==> src/rtl/alu_arbiter_if.sv <==
// Request, response and ALU-side signals shared between the ALU arbiter and its requesters.
// slave is the arbiter's view; master is the requesters' and the ALU's view.
interface alu_arbiter_if;
  logic        req0_valid;
  logic        req0_ready;
  logic [3:0]  req0_op;
  logic [15:0] req0_a;
  logic [15:0] req0_b;
  logic        req0_wflags;

  logic        req1_valid;
  logic        req1_ready;
  logic [3:0]  req1_op;
  logic [15:0] req1_a;
  logic [15:0] req1_b;
  logic        req1_wflags;

  logic [3:0]  alu_op;
  logic [15:0] alu_in1;
  logic [15:0] alu_in2;
  logic [15:0] alu_out;
  logic        alu_n;
  logic        alu_v;
  logic        alu_z;
  logic [2:0]  alu_flag_en;

  logic        rsp0_valid;
  logic        rsp1_valid;
  logic [15:0] rsp_data;
  logic [2:0]  flags;

  modport slave (
    input  req0_valid, req0_op, req0_a, req0_b, req0_wflags,
    output req0_ready,
    input  req1_valid, req1_op, req1_a, req1_b, req1_wflags,
    output req1_ready,
    output alu_op, alu_in1, alu_in2,
    input  alu_out, alu_n, alu_v, alu_z, alu_flag_en,
    output rsp0_valid, rsp1_valid, rsp_data, flags
  );

  modport master (
    output req0_valid, req0_op, req0_a, req0_b, req0_wflags,
    input  req0_ready,
    output req1_valid, req1_op, req1_a, req1_b, req1_wflags,
    input  req1_ready,
    input  alu_op, alu_in1, alu_in2,
    output alu_out, alu_n, alu_v, alu_z, alu_flag_en,
    input  rsp0_valid, rsp1_valid, rsp_data, flags
  );
endinterface

==> src/rtl/alu_arbiter.sv <==
// Round-robin sharing of one combinational ALU between two ports; response strobe 2 cycles after acceptance.
// One op in flight, new acceptance allowed in the response cycle; responses are not backpressured.
module alu_arbiter (
  input  logic         clk,
  input  logic         rst,
  alu_arbiter_if.slave bus
);

  typedef enum logic [1:0] {
    S_IDLE = 2'd0,
    S_EXEC = 2'd1,
    S_RESP = 2'd2
  } state_t;

  state_t      r_state;
  logic        r_last_grant;
  logic        r_id;
  logic        r_wflags;
  logic [3:0]  r_alu_op;
  logic [15:0] r_alu_in1;
  logic [15:0] r_alu_in2;
  logic [15:0] r_rsp_data;
  logic        r_rsp0_valid;
  logic        r_rsp1_valid;
  logic [2:0]  r_flags;

  logic        w_open;
  logic        w_grant;
  logic        w_accept;
  logic [2:0]  w_alu_flags;
  logic [2:0]  w_flags_nxt;

  assign w_open = (r_state == S_IDLE) || (r_state == S_RESP);

  // A tie goes to the port that did not win last time.
  always_comb begin
    w_grant = 1'b0;
    if (bus.req0_valid && bus.req1_valid) begin
      w_grant = ~r_last_grant;
    end else if (bus.req1_valid) begin
      w_grant = 1'b1;
    end
  end

  assign bus.req0_ready = w_open && !w_grant;
  assign bus.req1_ready = w_open && w_grant;
  assign w_accept       = w_open && (bus.req0_valid || bus.req1_valid);

  assign w_alu_flags = {bus.alu_n, bus.alu_v, bus.alu_z};
  assign w_flags_nxt = (w_alu_flags & bus.alu_flag_en) | (r_flags & ~bus.alu_flag_en);

  always_ff @(posedge clk or posedge rst) begin
    if (rst) begin
      r_state      <= S_IDLE;
      r_last_grant <= 1'b1;
      r_id         <= 1'b0;
      r_wflags     <= 1'b0;
      r_alu_op     <= 4'h0;
      r_alu_in1    <= 16'h0000;
      r_alu_in2    <= 16'h0000;
      r_rsp_data   <= 16'h0000;
      r_rsp0_valid <= 1'b0;
      r_rsp1_valid <= 1'b0;
      r_flags      <= 3'b000;
    end else begin
      r_rsp0_valid <= 1'b0;
      r_rsp1_valid <= 1'b0;
      case (r_state)
        S_EXEC: begin
          r_rsp_data <= bus.alu_out;
          if (r_wflags) begin
            r_flags <= w_flags_nxt;
          end
          r_rsp0_valid <= !r_id;
          r_rsp1_valid <= r_id;
          r_state      <= S_RESP;
        end
        default: begin
          if (w_accept) begin
            r_alu_op     <= w_grant ? bus.req1_op     : bus.req0_op;
            r_alu_in1    <= w_grant ? bus.req1_a      : bus.req0_a;
            r_alu_in2    <= w_grant ? bus.req1_b      : bus.req0_b;
            r_wflags     <= w_grant ? bus.req1_wflags : bus.req0_wflags;
            r_id         <= w_grant;
            r_last_grant <= w_grant;
            r_state      <= S_EXEC;
          end else begin
            r_state <= S_IDLE;
          end
        end
      endcase
    end
  end

  assign bus.alu_op     = r_alu_op;
  assign bus.alu_in1    = r_alu_in1;
  assign bus.alu_in2    = r_alu_in2;
  assign bus.rsp_data   = r_rsp_data;
  assign bus.rsp0_valid = r_rsp0_valid;
  assign bus.rsp1_valid = r_rsp1_valid;
  assign bus.flags      = r_flags;

endmodule

==> src/flat_wrapper.sv <==
// flat-port wrapper written by rule: the top's interface ports become plain ports
module alu_arbiter_flat 
  (clk, rst, bus_req0_valid, bus_req0_op, bus_req0_a, bus_req0_b, bus_req0_wflags, bus_req0_ready, bus_req1_valid, bus_req1_op, bus_req1_a, bus_req1_b, bus_req1_wflags, bus_req1_ready, bus_alu_op, bus_alu_in1, bus_alu_in2, bus_alu_out, bus_alu_n, bus_alu_v, bus_alu_z, bus_alu_flag_en, bus_rsp0_valid, bus_rsp1_valid, bus_rsp_data, bus_flags);
  alu_arbiter_if bus_i ();
  input  logic clk;
  input  logic rst;
  input wire logic [$bits(bus_i.req0_valid)-1:0] bus_req0_valid;
  input wire logic [$bits(bus_i.req0_op)-1:0] bus_req0_op;
  input wire logic [$bits(bus_i.req0_a)-1:0] bus_req0_a;
  input wire logic [$bits(bus_i.req0_b)-1:0] bus_req0_b;
  input wire logic [$bits(bus_i.req0_wflags)-1:0] bus_req0_wflags;
  output wire logic [$bits(bus_i.req0_ready)-1:0] bus_req0_ready;
  input wire logic [$bits(bus_i.req1_valid)-1:0] bus_req1_valid;
  input wire logic [$bits(bus_i.req1_op)-1:0] bus_req1_op;
  input wire logic [$bits(bus_i.req1_a)-1:0] bus_req1_a;
  input wire logic [$bits(bus_i.req1_b)-1:0] bus_req1_b;
  input wire logic [$bits(bus_i.req1_wflags)-1:0] bus_req1_wflags;
  output wire logic [$bits(bus_i.req1_ready)-1:0] bus_req1_ready;
  output wire logic [$bits(bus_i.alu_op)-1:0] bus_alu_op;
  output wire logic [$bits(bus_i.alu_in1)-1:0] bus_alu_in1;
  output wire logic [$bits(bus_i.alu_in2)-1:0] bus_alu_in2;
  input wire logic [$bits(bus_i.alu_out)-1:0] bus_alu_out;
  input wire logic [$bits(bus_i.alu_n)-1:0] bus_alu_n;
  input wire logic [$bits(bus_i.alu_v)-1:0] bus_alu_v;
  input wire logic [$bits(bus_i.alu_z)-1:0] bus_alu_z;
  input wire logic [$bits(bus_i.alu_flag_en)-1:0] bus_alu_flag_en;
  output wire logic [$bits(bus_i.rsp0_valid)-1:0] bus_rsp0_valid;
  output wire logic [$bits(bus_i.rsp1_valid)-1:0] bus_rsp1_valid;
  output wire logic [$bits(bus_i.rsp_data)-1:0] bus_rsp_data;
  output wire logic [$bits(bus_i.flags)-1:0] bus_flags;
  assign bus_i.req0_valid = bus_req0_valid;
  assign bus_i.req0_op = bus_req0_op;
  assign bus_i.req0_a = bus_req0_a;
  assign bus_i.req0_b = bus_req0_b;
  assign bus_i.req0_wflags = bus_req0_wflags;
  assign bus_req0_ready = bus_i.req0_ready;
  assign bus_i.req1_valid = bus_req1_valid;
  assign bus_i.req1_op = bus_req1_op;
  assign bus_i.req1_a = bus_req1_a;
  assign bus_i.req1_b = bus_req1_b;
  assign bus_i.req1_wflags = bus_req1_wflags;
  assign bus_req1_ready = bus_i.req1_ready;
  assign bus_alu_op = bus_i.alu_op;
  assign bus_alu_in1 = bus_i.alu_in1;
  assign bus_alu_in2 = bus_i.alu_in2;
  assign bus_i.alu_out = bus_alu_out;
  assign bus_i.alu_n = bus_alu_n;
  assign bus_i.alu_v = bus_alu_v;
  assign bus_i.alu_z = bus_alu_z;
  assign bus_i.alu_flag_en = bus_alu_flag_en;
  assign bus_rsp0_valid = bus_i.rsp0_valid;
  assign bus_rsp1_valid = bus_i.rsp1_valid;
  assign bus_rsp_data = bus_i.rsp_data;
  assign bus_flags = bus_i.flags;
  alu_arbiter u_core (.clk(clk), .rst(rst), .bus(bus_i));
endmodule
==> config.mk <==
export PLATFORM = sky130hd
export DESIGN_NAME = alu_arbiter_flat
export DESIGN_NICKNAME = d
export VERILOG_FILES = /design/src/rtl/alu_arbiter_if.sv /design/src/rtl/alu_arbiter.sv /design/src/flat_wrapper.sv
export SDC_FILE = /design/constraint.sdc
export NUM_CORES = 1
export LEC_CHECK = 0
export BUFFER_PORTS_ARGS = -buffer_cell sky130_fd_sc_hd__buf_2
export CAP_MARGIN = 5
export CORE_ASPECT_RATIO = 1.25
export CORE_MARGIN = 5
export CORE_UTILIZATION = 46
export CTS_CLUSTER_DIAMETER = 120
export CTS_CLUSTER_SIZE = 24
export DETAILED_ROUTE_END_ITERATION = 12
export GPL_ROUTABILITY_DRIVEN = 0
export PLACE_DENSITY_LB_ADDON = 0.08
export SLEW_MARGIN = 20
export SYNTH_ARGS = -nofsm -noshare
export SYNTH_HDL_FRONTEND = slang
export SYNTH_SLANG_ARGS = --single-unit
==> constraint.sdc <==
create_clock -name clk -period 5.1 [get_ports clk]
set_input_delay 1.02 -clock clk [delete_from_list [all_inputs] [get_ports clk]]
set_output_delay 1.02 -clock clk [all_outputs]
set_load 0.03 [all_outputs]
[After elaboration in Yosys (flattened, before gate mapping)]
Index checks and enable logic that the tools add are counted.
Operators by class
  equality and inequality tests: 2
  multiplexer cells: 10
  bitwise operators: 6
  reduce and logical (&&, ||, !) cells: 11
Operator list (number)
  $mux W16: 2
  $and A3 B3 Y3: 2
  $mux W1: 6
  $logic_and A1 B1 Y1: 4
  $mux W4: 1
  $reduce_and A2 Y1: 2
  $not A3 Y3: 1
  $or A3 B3 Y3: 1
  $eq A2 B1 Y1 const B: 1
  $eq A2 B2 Y1 const B: 1
  $logic_not A1 Y1: 2
  $logic_not A2 Y1: 1
  $logic_or A1 B1 Y1: 2
  $mux W2: 1
  $not A1 Y1: 2
Storage, ports and cells
  register bits: 62
  bits of input ports: 100
  output and inout bits: 59
  logic and storage cells: 40

[Depth between registers and ports, before layout]
Gate-level depths: netlist (run 1).
  word-level depth: 5
  depth in mapped cells: 5
  gate-level depth less buffers: 3

[Worst setup path before layout (run 1)]
Ideal clock, no wire load.
  path type: input port to output port
  from: input port bus_req1_valid
  to: output port bus_req1_ready
  data arrival time: 1.846 ns
  data required time: 4.080 ns
  slack: 2.234 ns
  stages on the path: 3
  path buffers: 1
  cells stage by stage: a21bo_2 -> clkbuf_1 -> nor2_1
Between the ends
  word-level cells in the longest chain between the ends: 3
  elaborated cells on any way between the ends: 4
  classes of those cells: mux (2); reduce/logical (2)
RTL lines
  start: declaration: RTL line flat_wrapper.sv:13  | input wire logic [$bits(bus_i.req1_valid)-1:0] bus_req1_valid;
  $mux W1 / $logic_and A1 B1 Y1 (equally long branches): RTL line alu_arbiter.sv:40, alu_arbiter.sv:38
  $mux W1 (*): RTL line alu_arbiter.sv:38  | if (bus.req0_valid && bus.req1_valid) begin
  $logic_and A1 B1 Y1 (*): RTL line alu_arbiter.sv:46  | assign bus.req1_ready = w_open && w_grant;
  end: declaration: RTL line flat_wrapper.sv:18  | output wire logic [$bits(bus_i.req1_ready)-1:0] bus_req1_ready;
Every way passes the cells marked *; elsewhere a longest branch is shown, timed or not.

[Worst setup path after layout (run 1)]
Same ends and word-level chain as after synthesis.

==> results of run 1 <==
-- state kept, by name (all words and copies together), names as in the netlist, named ones only --
name                   flops
u_core.bus.rsp1_valid      1
u_core.r_wflags            1
u_core.bus.alu_in2        16
u_core.bus.rsp_data       16
u_core.bus.alu_op          4
u_core.bus.rsp0_valid      1
u_core.r_state             2
u_core.r_id                1
u_core.r_last_grant        1
u_core.bus.alu_in1        16
-- critical path: stages --
cell     delay [ps]
buf_2           120
a21bo_2         690
nor2_1           70
buf_2           200
-- cells by family after synthesis --
family	share of synthesized area
AOI/OAI and AO/OA	0.107
DFF	0.592
buffers and inverters	0.0462
muxes	0.0815
and+or+nand+nor	0.174
-- cell usage in the layout (no fill, tap or decap), types with 2 or more instances in the layout --
master,netlist,routed
buf_2,7,158
buf_4,7,3
nor2_1,39,39
a31oi_1,38,38
nand3_1,3,3
mux2_1,3,3
clkinv_2,0,3
mux2_2,16,16
inv_1,3,2
dfrtp_1,61,61
nor3_1,2,2
clkbuf_8,0,11
nand2_1,74,74
-- how the worst min path moves through the flow --
stage / slack [ps] / end / start / depth (start not counted)
6_report: 430 / u_core.bus.rsp0_valid / u_core.r_id / 1
5_1_grt: 450 / u_core.bus.rsp0_valid / u_core.r_id / 1
4_1_cts: 430 / u_core.bus.rsp0_valid / u_core.r_id / 1
3_5_place_dp: 420 / u_core.bus.rsp0_valid / u_core.r_id / 1
3_3_place_gp: 420 / u_core.bus.rsp0_valid / u_core.r_id / 1
2_1_floorplan: 410 / u_core.bus.rsp0_valid / u_core.r_id / 1
-- per-stage QoR --
step	instance area, um^2	power (mW)	hold slack, ps	util
after floorplan	2630	1.11	411	-
after global placement	3420	1.29	419	0.623
after detailed placement	3420	1.30	421	0.623
after CTS	3620	1.74	433	0.660
after global routing	3620	1.82	448	0.660
final	3620	1.72	433	0.660
-- final cells by class --
| class | instances | area, um^2 |
|---|---|---|
| fillers | 469 | 1860 |
| flip-flops and latches | 62 | 1550 |
| multi-input cells | 181 | 958 |
| repair buffers | 161 | 813 |
| clock buffers | 12 | 155 |
| well taps | 64 | 80.1 |
| clock inverters | 4 | 45.0 |
| inverters | 3 | 11.3 |
-- power groups by stage --
stage	Clock [mW]	Combinational, mW	Sequential (mW)
floorplan	0	0.196	0.912
global placement	0	0.612	0.678
detailed placement	0	0.620	0.684
CTS	0.441	0.620	0.677
global route	0.464	0.659	0.696
finish	0.430	0.610	0.676
-- per-layer routing --
layer  GRT usage  vias up  wire length, um
li1            -     1193                -
met4       0.107        0              161
met5           0        -                0
met1       0.213     1094             2600
met2       0.320      112             3420
met3      0.0620       13              718
==> results.py, run 1 <==
metrics = {
    "yosys": {
        "synth_commonest_cells": "nand2_1 (74), dfrtp_1 (61), nor2_1 (39)",
        "synth-seq-area-share": 0.592,
        "ys_ff_latch": 62,
        "netlist_top_cells_area": "dfrtp_1 (58%), nand2_1 (11%), a31oi_1 (9.1%)",
        "synth_top_cell_by_area": "dfrtp_1",
        "synthDominantCellAreaShare": 0.582,
        "syn_area_per_cell_um2": 9.94,
        "async_reset_ff_frac": 1.00,
        "synth_flop_cell": "dfrtp_1",
        "postSynthCellCount": 264,
        "syn_nets": 364,
        "yosysWarnings": 0,
        "synth.most_common_cell": "nand2_1",
        "synth_area_um2": 2630,
        "ys_types": 20,
        "synth_edf_count": 0,
    },
    "hold_path": {
        "hp-class": "flip-flop to flip-flop",
    },
    "finish": {
        "antenna_cells": 0,
        "syn_to_final_growth_pct": 37.8,
        "fin_cells": 487,
        "fin_nets": 518,
        "drive_gt1_frac": 0.466,
    },
    "setup_path": {
        "start_kind": "input pin",
        "worstRegToRegCells": 3,
        "reg2reg_from": "u_core.r_state[0]",
        "worstPathArrival_ps": 2130,
        "critical_path_class": "input pin to output pin",
        "cp.required_ps": 4080,
        "path_max_fanout": 39,
        "r2r_slack_ps": 3300,
        "worstSetupEndpoint": "bus_req1_ready",
        "end_kind": "output pin",
        "cp-startpoint": "bus_req1_valid",
    },
    "place": {
        "hpwlAfterDp_um": 4980,
        "io_buffers": 158,
        "dp_slack_ps": 1930,
        "dp.cells": 471,
    },
    "cts": {
        "cts_tree": "built",
        "postCtsSetupBuffers": 0,
        "htreeDepth": 3,
        "clk_pin_slew_ps": 60,
        "clock_path_buffers": 2,
        "cts_resized": 0,
        "numCtsBuffers": 9,
        "clock-sinks": 62,
        "hold_buffers": 0,
        "root_buffer": "clkbuf_8",
        "clk_latency_ps": 330,
    },
    "pwr": {
        "power.share.combinational": 0.355,
        "pwr-share-seq": 0.394,
        "p_sw_frac": 0.381,
        "power_frac_clock": 0.251,
        "power.leakage_nw": 1.84,
        "p_int_mw": 1.06,
        "p_per_area_nw_per_um2": 475,
        "ir_drop_v": 0.000299,
        "switchingPower_mw": 0.654,
    },
    "detailed_routing": {
        "viasPerCell": 4.95,
        "ant_nets": 0,
        "drc": 0,
        "first_pass_iters": 4,
        "wl_per_cell_um": 14.2,
        "dr.first_iter.drc_count": 117,
        "vias": 2412,
        "routed_wl_um": 6900,
    },
    "sta": {
        "fmax_ghz": 0.317,
        "slew_viol_final": 0,
        "maxSlewHeadroom": 0.457,
        "finalCritPeriodShare": 0.619,
        "final.setup.worst_slack_ps": 1950,
        "setup_viol": 0,
        "finClkSkew_ps": 5.25,
        "hold_viol_final": 0,
        "worst_pin_slew_ps": 814,
        "rsz0062_at_grt": "no",
        "tns_ps": 0,
        "period_needed_ps": 3150,
    },
    "die": {
        "io_pins": 159,
        "initial_core_util": 0.479,
        "die_w_um": 77.6,
        "chipHeight_um": 94.5,
        "core-area_um2": 5480,
        "die_area_um2": 7330,
        "rows": 30,
    },
    "job": {
        "max_cap_viol_count": 0,
    },
    "global_route": {
        "grt_max_degree": 77,
        "grt.overflow.total": 0,
        "grt_pass1_vias": 2463,
        "grt.total_usage": 0.191,
        "grt_pass1_wl_um": 11000,
        "antenna_found_initial": 0,
    },
    "outcome": {
        "status": "complete, no violations",
    },
}
Power figures use the tool's default switching activity.
==> inputs of run 2 (changes only) <==
--- a/config.mk
+++ b/config.mk
@@ -5,11 +5,12 @@
 export SDC_FILE = /design/constraint.sdc
 export NUM_CORES = 1
 export LEC_CHECK = 0
+export ABC_AREA = 1
 export BUFFER_PORTS_ARGS = -buffer_cell sky130_fd_sc_hd__buf_2
 export CAP_MARGIN = 5
 export CORE_ASPECT_RATIO = 1.25
 export CORE_MARGIN = 5
-export CORE_UTILIZATION = 46
+export CORE_UTILIZATION = 41
 export CTS_CLUSTER_DIAMETER = 120
 export CTS_CLUSTER_SIZE = 24
 export DETAILED_ROUTE_END_ITERATION = 12
==> constraint.sdc (replaced) <==
create_clock -name clk -period 2.7 [get_ports clk]
set_input_delay 0.54 -clock clk [delete_from_list [all_inputs] [get_ports clk]]
set_output_delay 0.54 -clock clk [all_outputs]
set_load 0.03 [all_outputs]
==> run 2 against run 1 <==
Effect of this change: sequential cell count unchanged; critical path depth up 1; design area is 13% higher; sequential share of layout area decreased by 4.8 points; non-clock buffer count up 2; synthesized cell count grew 60%; count of clock-buffer cells in the layout fell by 1; clock power grew 81%; core utilization down 11 points; critical path type unchanged; highest routed layer unchanged.
==> results.py, run 2 <==
metrics = {
    "yosys": {
        "netlist_top_cells_area": "dfrtp_1 (50%), nand2_1 (21%), nand3_1 (13%)",
        "postSynthCellCount": 422,
        "synth.most_common_cell": "nand2_1",
        "synthDominantCellAreaShare": 0.498,
        "async_reset_ff_frac": 1.00,
        "syn_nets": 522,
        "yosysWarnings": 0,
        "synth_area_um2": 3070,
        "synth-seq-area-share": 0.506,
        "synth_commonest_cells": "nand2_1 (169), inv_1 (77), nand3_1 (77)",
        "synth_edf_count": 0,
        "synth_top_cell_by_area": "dfrtp_1",
        "syn_area_per_cell_um2": 7.27,
        "synth_flop_cell": "dfrtp_1",
        "ys_types": 16,
        "ys_ff_latch": 62,
    },
    "cts": {
        "clock-sinks": 62,
        "numCtsBuffers": 9,
        "cts_resized": 0,
        "clk_latency_ps": 330,
        "postCtsSetupBuffers": 0,
        "cts_tree": "built",
        "hold_buffers": 0,
        "clk_pin_slew_ps": 70,
        "clock_path_buffers": 2,
        "root_buffer": "clkbuf_8",
        "htreeDepth": 3,
    },
    "detailed_routing": {
        "ant_nets": 0,
        "dr.first_iter.drc_count": 116,
        "wl_met1_um": 3270,
        "vias": 3052,
        "top_layer_used": "met4",
        "wl_met2_um": 4150,
        "routed_wl_um": 8210,
        "wl_met3_um": 686,
        "viasPerCell": 4.56,
        "drc": 0,
        "first_pass_iters": 4,
        "wl_per_cell_um": 12.3,
    },
    "place": {
        "io_buffers": 158,
        "hpwlAfterDp_um": 5960,
        "dp.cells": 654,
    },
    "sta": {
        "tns_ps": 0,
        "period_needed_ps": 2070,
        "finClkSkew_ps": 11.5,
        "hold_viol_final": 0,
        "setup_viol": 0,
        "fmax_ghz": 0.483,
        "slew_viol_final": 0,
        "maxSlewHeadroom": 0.407,
        "finalCritPeriodShare": 0.767,
        "worst_pin_slew_ps": 887,
        "rsz0062_at_grt": "no",
    },
    "setup_path": {
        "worstPathArrival_ps": 1530,
        "critical_path_class": "input pin to output pin",
        "path_max_fanout": 39,
        "start_kind": "input pin",
        "end_kind": "output pin",
        "cp.required_ps": 2160,
    },
    "job": {
        "max_cap_viol_count": 0,
    },
    "finish": {
        "fin_cells": 669,
        "fin_nets": 673,
        "mostFrequentLayoutCell": "nand2_1",
        "antenna_cells": 0,
        "syn_to_final_growth_pct": 32.8,
        "final_cell_mix": "nand2_1 (169), buf_2 (158), nand3_1 (77), inv_1 (76), dfrtp_1 (61)",
        "drive_gt1_frac": 0.319,
        "fillers": 755,
    },
    "global_route": {
        "grt.total_usage": 0.178,
        "grt_pass1_wl_um": 13300,
        "grt.overflow.total": 0,
        "antenna_found_initial": 0,
        "grt_max_degree": 41,
        "grt_pass1_vias": 3046,
    },
    "die": {
        "core-area_um2": 7360,
        "die_area_um2": 9320,
        "rows": 35,
        "die_w_um": 87.4,
        "chipHeight_um": 107,
        "io_pins": 159,
        "initial_core_util": 0.417,
    },
    "outcome": {
        "status": "complete, no violations",
    },
    "hold_path": {
        "hp-class": "input pin to asynchronous set/reset pin",
    },
    "pwr": {
        "p_per_area_nw_per_um2": 787,
        "ir_drop_v": 0.000421,
        "power.leakage_nw": 2.59,
        "total_power_mw": 3.21,
    },
}
==> run 2: cell count changes after synthesis, moves of 3 or more <==
cell	change
buf_4	-3
mux2_1	-3
nor2_1	-35
a31oi_1	-38
inv_2	+3
inv_1	+74
mux2_2	-16
nand2_1	+95
nand3_1	+74
buf_2	+8
nand4_1	+3
==> run 2: metrics by stage <==
stage	worst slack (ps)	util	area (um^2)	hold slack [ps]
finish	630	0.553	4070	256
global route	457	0.553	4070	316
CTS	589	0.553	4070	276
detailed placement	390	0.528	3880	418
global placement	410	0.528	3880	414
floorplan	620	-	3070	403
==> run 2: logic make-up (layout without fill, tap and decap cells) <==
family | count (synthesis) | in the layout | share of synthesized area
DFF | 62 | 62 | 0.506
AOI/OAI and AO/OA | 2 | 2 | 0.00326
and+or+nand+nor | 255 | 255 | 0.351
buffers and inverters | 103 | 258 | 0.140
==> run 2: cell type report <==
type	instances	area (um^2)	area share
Sequential cell	62	1550	0.381
Multi-Input combinational cell	257	1090	0.267
Timing Repair Buffer	163	828	0.203
Inverter	80	300	0.0738
Clock buffer	11	141	0.0347
Tap cell	92	115	0.0283
Clock inverter	4	47.5	0.0117
==> run 2: path summary, 6_finish.rpt <==
path	startpoint	to	slack (ps)	depth (start not counted)
setup reg to reg	u_core.r_state[0]	u_core.bus.alu_in2[10]	640	4
hold / removal	rst	u_core.bus.rsp_data[6]	260	2
max in group asynchronous	rst	u_core.r_last_grant	1730	3
hold reg to reg	u_core.r_id	u_core.bus.rsp0_valid	430	1
min in group clk	bus_alu_out[12]	u_core.bus.rsp_data[12]	410	3
setup / recovery	bus_req1_valid	bus_req1_ready	630	5
==> run 2: critical path, cell delays in order <==
cell and delay [ps]:
buf_2 90, buf_4 370, nand2_1 130, nor2_1 170, buf_2 230
==> run 2: power by group <==
part	internal (mW)	total [mW]	switching (mW)	leakage, nW
combinational	0.334	1.16	0.821	1.74
sequential	1.15	1.27	0.123	0.753
clock	0.443	0.778	0.334	0.0952
total	1.93	3.21	1.28	2.59
==> run 2: metal layers <==
metal,vias to the layer above,global-route usage
met2,97,0.310
met5,-,0
met1,1390,0.208
li1,1557,-
met4,0,0.0669
met3,8,0.0453
==> inputs of run 3 (changes only) <==
==> constraint.sdc (replaced) <==
create_clock -name clk -period 1.7 [get_ports clk]
set_input_delay 0.34 -clock clk [delete_from_list [all_inputs] [get_ports clk]]
set_output_delay 0.34 -clock clk [all_outputs]
set_load 0.03 [all_outputs]
==> run 3 against run 2 <==
Effect of this change: critical path depth decreased by 2; combinational power increased by 61%; first-iteration DRC count is 24% lower; sequential power grew 59%; critical endpoint is now bus_req0_ready; global-route usage up 0.99 points; largest power group unchanged; total power rose by 70%.
==> results.py, run 3 (synthesized netlist as in run 2, its figures left out) <==
metrics = {
    "setup_path": {
        "path_max_fanout": 3,
        "end_kind": "output pin",
        "worstPathArrival_ps": 1310,
        "cp.required_ps": 1360,
        "critical_path_class": "flip-flop to output pin",
        "start_kind": "flip-flop",
    },
    "global_route": {
        "grt.overflow.total": 0,
        "grt_pass1_vias": 3049,
        "grt.total_usage": 0.188,
        "antenna_found_initial": 0,
        "grt_max_degree": 40,
        "grt_pass1_wl_um": 14000,
    },
    "die": {
        "initial_core_util": 0.417,
        "chipHeight_um": 107,
        "io_pins": 159,
        "core-area_um2": 7360,
        "die_w_um": 87.4,
        "die_area_um2": 9320,
        "rows": 35,
    },
    "sta": {
        "fmax_ghz": 0.606,
        "tns_ps": 0,
        "maxSlewHeadroom": 0.704,
        "finalCritPeriodShare": 0.970,
        "hold_viol_final": 0,
        "worst_pin_slew_ps": 444,
        "period_needed_ps": 1650,
        "hold_slack_ps": 25.8,
        "slew_viol_final": 0,
        "finClkSkew_ps": 10.2,
        "setup_viol": 0,
        "rsz0062_at_grt": "no",
    },
    "place": {
        "dpl_cell_area_um2": 3950,
        "hpwlAfterDp_um": 6240,
        "io_buffers": 158,
    },
    "outcome": {
        "status": "complete, no violations",
    },
    "pwr": {
        "ir_drop_v": 0.000669,
        "power.leakage_nw": 2.65,
        "power.share.combinational": 0.344,
        "p_per_area_nw_per_um2": 1300,
        "p_int_mw": 3.35,
        "pwr-share-seq": 0.373,
        "p_sw_frac": 0.384,
        "switchingPower_mw": 2.09,
        "power_frac_clock": 0.283,
    },
    "cts": {
        "clock_path_buffers": 2,
        "clk_pin_slew_ps": 70,
        "cts_tree": "built",
        "clock-sinks": 62,
        "clk_latency_ps": 330,
        "root_buffer": "clkbuf_8",
        "numCtsBuffers": 9,
        "hold_buffers": 0,
        "htreeDepth": 3,
    },
    "detailed_routing": {
        "vias": 3122,
        "ant_nets": 0,
        "drc": 0,
        "viasPerCell": 4.62,
        "first_pass_iters": 4,
        "routed_wl_um": 8650,
        "dr.first_iter.drc_count": 88,
        "wl_per_cell_um": 12.8,
    },
    "finish": {
        "final_cell_mix": "nand2_1 (168), buf_2 (158), nand3_1 (77), inv_1 (76), dfrtp_1 (61)",
        "drive_gt1_frac": 0.330,
        "design_area_um2": 4200,
        "fillers": 749,
        "antenna_cells": 0,
        "fin_nets": 679,
        "syn_to_final_growth_pct": 36.8,
        "mostFrequentLayoutCell": "nand2_1",
    },
    "job": {
        "max_cap_viol_count": 0,
    },
    "hold_path": {
        "hp-class": "input pin to asynchronous set/reset pin",
    },
}
==> run 3: changes by cell type in the layout (fill, tap and decap cells not counted), sizes merged <==
cell / delta
inv: -1
clkbuf: -2
buf: +6
bufinv: +2
clkinv: +1
clkinvlp: +1
==> run 3: cell type report <==
| class | instances | area [um^2] | share of cell area |
|---|---|---|---|
| well taps | 92 | 115 | 0.0274 |
| inverters | 80 | 304 | 0.0725 |
| clock buffers | 9 | 124 | 0.0295 |
| repair buffers | 169 | 898 | 0.214 |
| flip-flops and latches | 62 | 1550 | 0.370 |
| clock inverters | 7 | 113 | 0.0268 |
| multi-input cells | 257 | 1090 | 0.259 |
==> run 3: power groups by stage <==
stage          clock network, mW  registers, mW  logic [mW]
2_1_floorplan                  0           2.69       0.604
3_3_place_gp                   0           2.05        1.87
3_5_place_dp                   0           2.04        1.90
4_1_cts                     1.59           2.03        1.90
5_1_grt                     1.65           2.07        2.04
6_report                    1.54           2.02        1.87
==> run 3: worst paths after layout <==
check | slack, ps | depth (start not counted) | startpoint | endpoint
worst max-delay path | 50 | 3 | u_core.r_last_grant | bus_req0_ready
worst min register to register | 430 | 1 | u_core.r_id | u_core.bus.rsp0_valid
worst max register to register | 320 | 7 | u_core.r_last_grant | u_core.bus.alu_in1[8]
min in group clk | 210 | 3 | bus_alu_out[7] | u_core.bus.rsp_data[7]
worst min-delay path | 30 | 2 | rst | u_core.bus.rsp1_valid
max in group asynchronous | 1170 | 3 | rst | u_core.bus.alu_in2[2]
==> run 3: per-layer routing <==
metal  share of wire  vias to the layer above  track usage
li1                -                     1570            -
met1            0.40                     1421        0.229
met2            0.51                      120        0.326
met3           0.084                       11       0.0407
met4           0.011                        0       0.0603
met5               0                        -            0
==> run 3: what timing repair did <==
item                                    4_1_cts  5_1_grt
gates resized for setup                       1        0
endpoints found under the setup margin        1        1
buffers inserted                              0        1
pin swaps                                     0        1
==> run 3: critical path: stages (launching register included) <==
cell     delay [ps]
dfstp_2         550
nand2_1         100
a21oi_1         130
buf_2           210
==> run 3: per-stage QoR <==
stage                     power [mW]   util  instances  setup WS, ps
after floorplan                 3.30      -        422          91.5
after detailed placement        3.94  0.537        659           315
after global routing            5.76  0.570        676          1.64
final                           5.44  0.570        676          50.7
after CTS                       5.51  0.569        675          18.8
after global placement          3.92  0.537        659           319
